### src/rtl/pwm_multi.sv
// Multi-channel PWM: one shared prescaled period counter (edge- or center-aligned) with
// per-channel double-buffered duty, per-channel polarity and a period-boundary strobe.
module pwm_multi #(
  parameter int unsigned CH         = 4,
  parameter int unsigned N          = 8,
  parameter int unsigned PRESC_BITS = 15,
  localparam int unsigned CHW       = (CH > 1) ? $clog2(CH) : 1
) (
  input  logic                  clk,
  input  logic                  reset_n,
  input  logic                  enable,
  input  logic                  mode,
  input  logic [PRESC_BITS-1:0] prescale,
  input  logic [N-1:0]          period,
  input  logic [CH-1:0]         polarity,
  input  logic                  wr_en,
  input  logic [CHW-1:0]        wr_ch,
  input  logic [N:0]            wr_duty,
  output logic [CH-1:0]         pwm_out,
  output logic                  period_tick
);

  localparam logic DirUp   = 1'b0;
  localparam logic DirDown = 1'b1;

  localparam logic [CHW:0] ChLim  = (CHW+1)'(CH);
  localparam logic [N-1:0] CntOne = N'(1);

  logic [PRESC_BITS-1:0] psc_q, psc_d;
  logic [N-1:0]          cnt_q, cnt_d;
  logic                  dir_q, dir_d;
  logic [N-1:0]          per_act_q;
  logic [N:0]            shadow_q   [CH];
  logic [N:0]            duty_act_q [CH];
  logic [CH-1:0]         pwm_d;
  logic                  tick;
  logic                  boundary;
  logic                  load_act;

  assign tick     = enable && (psc_q == prescale);
  assign load_act = !enable || boundary;

  // psc past prescale (prescale lowered mid-count) rolls over at its maximum
  always_comb begin
    psc_d = psc_q + 1'b1;
    if (!enable || tick) begin
      psc_d = '0;
    end
  end

  always_comb begin
    cnt_d    = cnt_q;
    dir_d    = dir_q;
    boundary = 1'b0;
    if (!enable) begin
      cnt_d = '0;
      dir_d = DirUp;
    end else if (tick) begin
      if (per_act_q == '0) begin
        cnt_d    = '0;
        dir_d    = DirUp;
        boundary = 1'b1;
      end else if (!mode) begin
        if (cnt_q >= per_act_q) begin
          cnt_d    = '0;
          boundary = 1'b1;
        end else begin
          cnt_d = cnt_q + 1'b1;
        end
      end else if (dir_q == DirUp && cnt_q < per_act_q) begin
        cnt_d = cnt_q + 1'b1;
      end else if (dir_q == DirUp && cnt_q == per_act_q) begin
        // With a top of 1 the turn-around point is also the period boundary
        if (per_act_q == CntOne) begin
          cnt_d    = '0;
          boundary = 1'b1;
        end else begin
          cnt_d = per_act_q - 1'b1;
          dir_d = DirDown;
        end
      end else begin
        // Counting down, or above the top after a switch into center mode
        dir_d = DirDown;
        if (cnt_q <= CntOne) begin
          cnt_d    = '0;
          dir_d    = DirUp;
          boundary = 1'b1;
        end else begin
          cnt_d = cnt_q - 1'b1;
        end
      end
    end
  end

  always_comb begin
    pwm_d = '0;
    for (int i = 0; i < int'(CH); i++) begin
      pwm_d[i] = (enable && ({1'b0, cnt_q} < duty_act_q[i])) ^ polarity[i];
    end
  end

  always_ff @(posedge clk or negedge reset_n) begin
    if (!reset_n) begin
      psc_q       <= '0;
      cnt_q       <= '0;
      dir_q       <= DirUp;
      per_act_q   <= '0;
      pwm_out     <= '0;
      period_tick <= 1'b0;
    end else begin
      psc_q       <= psc_d;
      cnt_q       <= cnt_d;
      dir_q       <= dir_d;
      pwm_out     <= pwm_d;
      period_tick <= boundary;
      if (load_act) begin
        per_act_q <= period;
      end
    end
  end

  // Active duty samples the pre-write shadow, so a write on a boundary lands one period later
  always_ff @(posedge clk or negedge reset_n) begin
    if (!reset_n) begin
      shadow_q   <= '{default: '0};
      duty_act_q <= '{default: '0};
    end else begin
      if (load_act) begin
        duty_act_q <= shadow_q;
      end
      if (wr_en && ({1'b0, wr_ch} < ChLim)) begin
        shadow_q[wr_ch] <= wr_duty;
      end
    end
  end

endmodule

### config.mk
export PLATFORM = sky130hd
export DESIGN_NAME = pwm_multi
export DESIGN_NICKNAME = d
export VERILOG_FILES = /design/src/rtl/pwm_multi.sv
export SDC_FILE = /design/constraint.sdc
export NUM_CORES = 1
export LEC_CHECK = 0
export CAP_MARGIN = 30
export CORE_MARGIN = 2
export CORE_UTILIZATION = 45
export DETAILED_ROUTE_END_ITERATION = 10
export PLACE_DENSITY_LB_ADDON = 0.15
export SYNTH_ARGS = -nofsm -noshare
export SYNTH_HDL_FRONTEND = slang
export SYNTH_SLANG_ARGS = --single-unit
### constraint.sdc
create_clock -name clk -period 4.03 [get_ports clk]
set_input_delay 0.6045 -clock clk [delete_from_list [all_inputs] [get_ports clk]]
set_output_delay 0.6045 -clock clk [all_outputs]
set_load 0.005 [all_outputs]
==> reports/qor.yml, run 1 <==
cts_tree: "built"
critical_path_class: "reg2reg"
rr_worst_depth: 8
p_int_uw: 2060
die-area_um2: 16800
slowest_stage: "dfrtp_1"
fin_skew_ns: 0.0102
ios: 48
via_count: 5634
dr.pass1.iters: 5
cts_setup_buffers: 0
slew_violations: 0
p_clk_frac: 0.296
grt_pass1_wl_mm: 29.3
r2r_slack_ns: 0.77
final_common_cell: "dfrtp_1"
layout_common_cells: "109 x dfrtp_1, 96 x nand2_1, 45 x clkdlybuf4s50_1"
cp-start-kind: "register"
ctsHoldBuffers: 0
synthesis.nets: 783
clock-sinks: 109
yosys.cell_types.count: 69
critical_path_required_ns: 4.24
synth.avg_cell_area_um2: 10.2
ant_nets: 0
fin_ws_ns: 0.773
tightest_slew_ns: 0.745
path_cells: "ha_1, o21ai_0, a21oi_1, o211a_1, or3_1, a21oi_4, buf_4, o211ai_1"
place_worst_setup_slack_ns: 0.704
async_flop_share: 1.00
p_seq_frac: 0.481
synth_cells: 698
first_global_vias: 5583
place_hpwl_mm: 12.0
post-route-drc-count: 0
status: "complete, no violations"
cts_resized: 0
cts_buffer_depth: 2
met2_usage: 0.356
place_congestion: 0.895
grt_util_met3: 0.0268
comb_power_share: 0.223
setup_viol: 0
die_w_um: 130
synth_warnings: 0
period_needed_ns: 3.26
wl_per_cell_um: 19.0
cp.arrival_ns: 3.47
rsz0062_at_grt: "no"
syn_area_um2: 7100
ys.flop_type: "dfrtp_1"
p_sw_frac: 0.308
routed_wl_mm: 18.0
cp-endpoint: "duty_act_q[11]$_DFFE_PN0P_"
slowest_delay_ns: 0.66
clockRootBuffer: "clkbuf_16"
grt_overflow: 0
yosysSeqAreaShare: 0.384
cp_max_fo: 44
cts_buffers: 9
area_delta_synth_final_pct: 11.9
switching_power_uw: 917
clk_pin_slew_ns: 0.07
p_per_area_nw_per_um2: 375
rows: 45
drv_cap: 0
numPortBuffers: 47
antenna_found_initial: 0
slew_headroom: 0.499
grtUsageMet1: 0.316
critPathCaptureType: "register"
antennaDiodeCount: 0
dpl_cell_area_um2: 7660
drive_above_1_share: 0.170
finalHoldViolCount: 0
fin_setup_tns_ns: 0
ir_drop_mv: 0.221
synth-seq-cells: 109
fin_nets: 815
start_util: 0.464
core_area_um2: 15300
clk_latency_ns: 0.36
drt_iter0_drc: 436
die_h_um: 130
r2r_end: "duty_act_q[11]$_DFFE_PN0P_"
stdcell_area_um2: 7950
grtUsageTotal: 0.223
fmax_mhz: 307
r2r_start: "cnt_q[2]$_DFFE_PN0N_"
avgViaCountPerCell: 5.96
grt-busiest-layer: "met2"
synth-edff-count: 0
grt_max_degree: 53
min_path_type: "in2async"
period_share: 0.808
h-tree-depth: 3
power.leakage_uw: 0.00351
startpoint: "cnt_q[2]$_DFFE_PN0N_"
per-stage QoR:
| stage | hold slack [ns] | total power [uW] | util | std cells |
|---|---|---|---|---|
| floorplan | 0.309 | 1880 | - | 698 |
| global placement | 0.487 | 2080 | 0.500 | 930 |
| detailed placement | 0.493 | 2120 | 0.500 | 930 |
| CTS | 0.237 | 3000 | 0.519 | 946 |
| global route | 0.257 | 3140 | 0.519 | 946 |
| finish | 0.219 | 2980 | 0.519 | 946 |
worst min path at each step:
stage	from	to	slack, ns	depth (start not counted)
detailed placement	shadow_q[10]$_DFFE_PN0P_	shadow_q[10]$_DFFE_PN0P_	0.49	1
global placement	shadow_q[8]$_DFFE_PN0P_	shadow_q[8]$_DFFE_PN0P_	0.49	1
finish	reset_n	per_act_q[6]$_DFFE_PN0P_	0.22	1
floorplan	reset_n	cnt_q[0]$_DFFE_PN0N_	0.31	0
CTS	reset_n	duty_act_q[26]$_DFFE_PN0P_	0.24	1
global route	reset_n	duty_act_q[26]$_DFFE_PN0P_	0.26	1
registers in the layout (all words and copies together) (netlist names):
register and flops:
cnt_q 8, pwm_out 4, psc_q 15, dir_q 1, shadow_q 36, per_act_q 8
period_tick 1, duty_act_q 36
worst max-delay path, delay by kind of cell, from the launching register on:
kind	cells	cell delay [ns]
adders and majority gates	1	0.35
DFF	1	0.66
and+or+nand+nor	1	0.55
AOI/OAI and AO/OA	5	0.96
buffers and inverters	1	0.54
cell type report:
class                           instances  area [um2]
Fill cell                            1420        7370
Multi-Input combinational cell        507        3940
Sequential cell                       109        2730
Timing Repair Buffer                   61         568
Tap cell                              211         264
Clock buffer                           12         256
Inverter                               42         158
Clock inverter                          4        31.3
routing by layer:
layer / wire [um] / part of all wire / up-vias
met1: 8620 / 0.48 / 2844
met3: 712 / 0.040 / 18
li1: - / - / 2636
met5: 0 / 0 / -
met2: 8410 / 0.47 / 136
met4: 249 / 0.014 / 0
power groups by stage:
stage / Clock (uW) / Sequential, uW / Combinational, uW
5_1_grt: 938 / 1460 / 746
4_1_cts: 900 / 1430 / 672
6_report: 882 / 1430 / 664
3_5_place_dp: 0 / 1450 / 666
2_1_floorplan: 0 / 1400 / 483
3_3_place_gp: 0 / 1440 / 639
synthesized netlist by cell type (all sizes together) (2+ instances only):
cell type	count	area, um2
a21o	5	37.5
a21oi	10	61.3
a22o	7	62.6
a22oi	4	30.0
a31oi	2	12.5
and2	5	32.5
and3	12	75.1
buf	19	159
clkbuf	12	46.3
dfrtp	109	2730
dlygate4sd1	3	26.3
dlygate4sd3	4	40.0
dlymetal6s2s	2	25.0
ha	42	526
inv	42	158
mux2	37	417
mux2i	2	20.0
nand2	97	367
nand2b	6	37.5
nand3	15	75.1
nand3b	3	22.5
nand4	14	93.8
nand4b	2	17.5
nor2	37	149
nor2b	2	12.5
nor3	7	35.0
nor3b	3	22.5
nor4	7	65.1
o2111ai	45	519
o211a	2	20.0
o211ai	48	460
o21ai	17	96.4
o31ai	3	22.5
o41ai	4	35.0
or3	9	57.6
or4	8	63.8
xnor2	17	149
xor2	22	193
kinds of logic (layout without fill, tap and decap cells):
kind of cell             Yosys count  in the layout  synth area share
buffers and inverters             82            119            0.0640
AND/OR/NAND/NOR                  229            229             0.161
flip-flops                       109            109             0.384
AO/OA/AOI/OAI                    158            158             0.207
adder cells (fa/ha/maj)           42             42            0.0740
XOR/XNOR                          39             39            0.0481
multiplexers                      39             39            0.0615
Note: power is estimated with default switching activity, not from simulation.
==> run 2, diff against run 1 <==
==> constraint.sdc (replaced) <==
create_clock -name clk -period 3.4 [get_ports clk]
set_input_delay 0.51 -clock clk [delete_from_list [all_inputs] [get_ports clk]]
set_output_delay 0.51 -clock clk [all_outputs]
set_load 0.005 [all_outputs]
==> reports/qor.yml, run 2 (same netlist as run 1, synthesis figures left out) <==
drt_iter0_drc: 400  # -8.3%
p_seq_frac: 0.468  # -0.013
die-area_um2: 16800  # unchanged
numPortBuffers: 47  # unchanged
fill_cells: 1390  # -2.1%
place_worst_setup_slack_ns: 0.481  # -0.223 ns
slowest_delay_ns: 0.56  # -0.10 ns
clock-sinks: 109  # unchanged
min_path_type: "in2async"
grt_overflow: 0  # unchanged
switching_power_uw: 1120  # +23%
h-tree-depth: 3  # unchanged
rr_worst_depth: 9  # +1
crit_family: "simple AND/OR/NAND/NOR gates"
cp.arrival_ns: 3.10  # -0.37 ns
grt_pass1_wl_mm: 29.3  # about the same
dr.pass1.iters: 7  # +2
cts_tree: "built"
p_int_uw: 2500  # +21%
core_area_um2: 15300  # unchanged
finalHoldViolCount: 0  # unchanged
ctsHoldBuffers: 0  # unchanged
p_sw_frac: 0.311  # +0.00268
cp-start-kind: "register"
fin_ws_ns: 0.537  # -0.236 ns
path_cells: "inv_1, ha_1, nand4_2, nand2b_1, o211a_1, or3_1, a21oi_4, buf_12, o211ai_1"
wl_per_cell_um: 18.4  # -3.3%
critPathCaptureType: "register"
rows: 45  # unchanged
ios: 48  # unchanged
fin_setup_tns_ns: 0  # unchanged
fin_skew_ns: 0.0151  # +0.00488 ns
dpl_cell_area_um2: 7820  # +2.1%
critical_path_required_ns: 3.63  # -0.61 ns
cp_max_fo: 44  # unchanged
rsz0062_at_grt: "no"
cp.depth: 9  # +1
slew_headroom: 0.523  # +0.0241
path_buf_inv: 2  # +1
ant_nets: 0  # unchanged
fmax_mhz: 349  # +14%
power.leakage_uw: 0.00360  # +2.6%
cts_setup_buffers: 0  # unchanged
antenna_found_initial: 0  # unchanged
layout_common_cells: "109 x dfrtp_1, 96 x nand2_1, 45 x clkdlybuf4s50_1"
die_h_um: 130  # unchanged
clk_latency_ns: 0.37  # about the same
p_clk_frac: 0.309  # +0.013
final_common_cell: "dfrtp_1"
via_count: 5596  # -0.67%
cts_buffers: 9  # unchanged
r2r_start: "cnt_q[0]$_DFFE_PN0N_"
cts_buffer_depth: 2  # unchanged
power_uw: 3620  # +22%
period_needed_ns: 2.86  # -0.394 ns
clockRootBuffer: "clkbuf_16"
clk_pin_slew_ns: 0.08  # about the same
start_util: 0.464  # unchanged
first_global_vias: 5508  # -1.3%
antennaDiodeCount: 0  # unchanged
setup_viol: 0  # unchanged
critical_path_class: "reg2reg"
status: "complete, no violations"
period_share: 0.842  # +0.0338
stdcell_area_um2: 8130  # +2.3%
multi_input_area_um2: 3940  # unchanged
r2r_end: "duty_act_q[10]$_DFFE_PN0P_"
cts_resized: 0  # unchanged
ir_drop_mv: 0.273  # +23%
drv_cap: 0  # unchanged
slew_violations: 0  # unchanged
die_w_um: 130  # unchanged
seq_area_um2: 2730  # unchanged
area_delta_synth_final_pct: 14.4
post-route-drc-count: 0  # unchanged
grt_max_degree: 60  # +13%
biggestRegsByFlops: "duty_act_q x36, shadow_q x36, psc_q x15"
post-route-util: 0.531  # +0.0118
fin_nets: 825  # +1.2%
drive_above_1_share: 0.183  # +0.0125
routed_wl_mm: 17.6  # -2.3%
tightest_slew_ns: 0.716  # -0.0293 ns
slowest_stage: "or3_1"
place_congestion: 0.887  # -0.85%
r2r_slack_ns: 0.54  # -0.24 ns
grtUsageTotal: 0.226  # +0.00292
comb_power_share: 0.224  # about the same
avgViaCountPerCell: 5.85  # -1.7%
place_hpwl_mm: 12.3  # +2.5%
p_per_area_nw_per_um2: 446  # +19%
[run 2: layout make-up]
| cell class | count | area share |
|---|---|---|
| multi-input cells | 507 | 0.485 |
| flip-flops and latches | 109 | 0.336 |
| repair buffers | 71 | 0.0899 |
| well taps | 211 | 0.0325 |
| clock buffers | 9 | 0.0277 |
| inverters | 42 | 0.0194 |
| clock inverters | 7 | 0.0100 |
[run 2: through the flow]
| stage | instances | hold WS [ns] |
|---|---|---|
| after floorplan | 698 | 0.214 |
| after global placement | 939 | 0.490 |
| after detailed placement | 940 | 0.493 |
| after CTS | 956 | 0.205 |
| after global routing | 956 | 0.233 |
| final | 956 | 0.172 |
[run 2: power by group through the flow]
stage / clock [uW] / sequential [uW] / combinational [uW]
final: 1120 / 1690 / 810
after global routing: 1190 / 1730 / 913
after CTS: 1140 / 1690 / 821
after detailed placement: 0 / 1720 / 816
after global placement: 0 / 1710 / 786
after floorplan: 0 / 1660 / 573
[run 2: worst reg2reg max path: cells and delay by family, from the launching register on]
family / cells / cell delay (ns)
flip-flops: 1 / 0.55
AND/OR/NAND/NOR: 3 / 0.79
buffers and inverters: 2 / 0.40
AO/OA/AOI/OAI: 3 / 0.66
adder cells (fa/ha/maj): 1 / 0.33
[run 2: worst max-delay path by stage]
| stage | endpoint | startpoint | slack (ns) |
|---|---|---|---|
| final | duty_act_q[10]$_DFFE_PN0P_ | cnt_q[0]$_DFFE_PN0N_ | 0.54 |
| after global routing | cnt_q[4]$_DFFE_PN0N_ | cnt_q[0]$_DFFE_PN0N_ | 0.37 |
| after CTS | duty_act_q[10]$_DFFE_PN0P_ | cnt_q[0]$_DFFE_PN0N_ | 0.56 |
| after detailed placement | cnt_q[4]$_DFFE_PN0N_ | prescale[6] | 0.48 |
| after global placement | duty_act_q[9]$_DFFE_PN0P_ | per_act_q[5]$_DFFE_PN0P_ | 0.22 |
| after floorplan | duty_act_q[13]$_DFFE_PN0P_ | cnt_q[0]$_DFFE_PN0N_ | 0.90 |
[run 2: routing by layer]
metal	wire [um]	vias up	track usage
li1	-	2665	-
met1	8170	2751	0.323
met2	8090	164	0.343
met3	1020	16	0.0479
met4	289	0	0.0702
met5	0	-	0
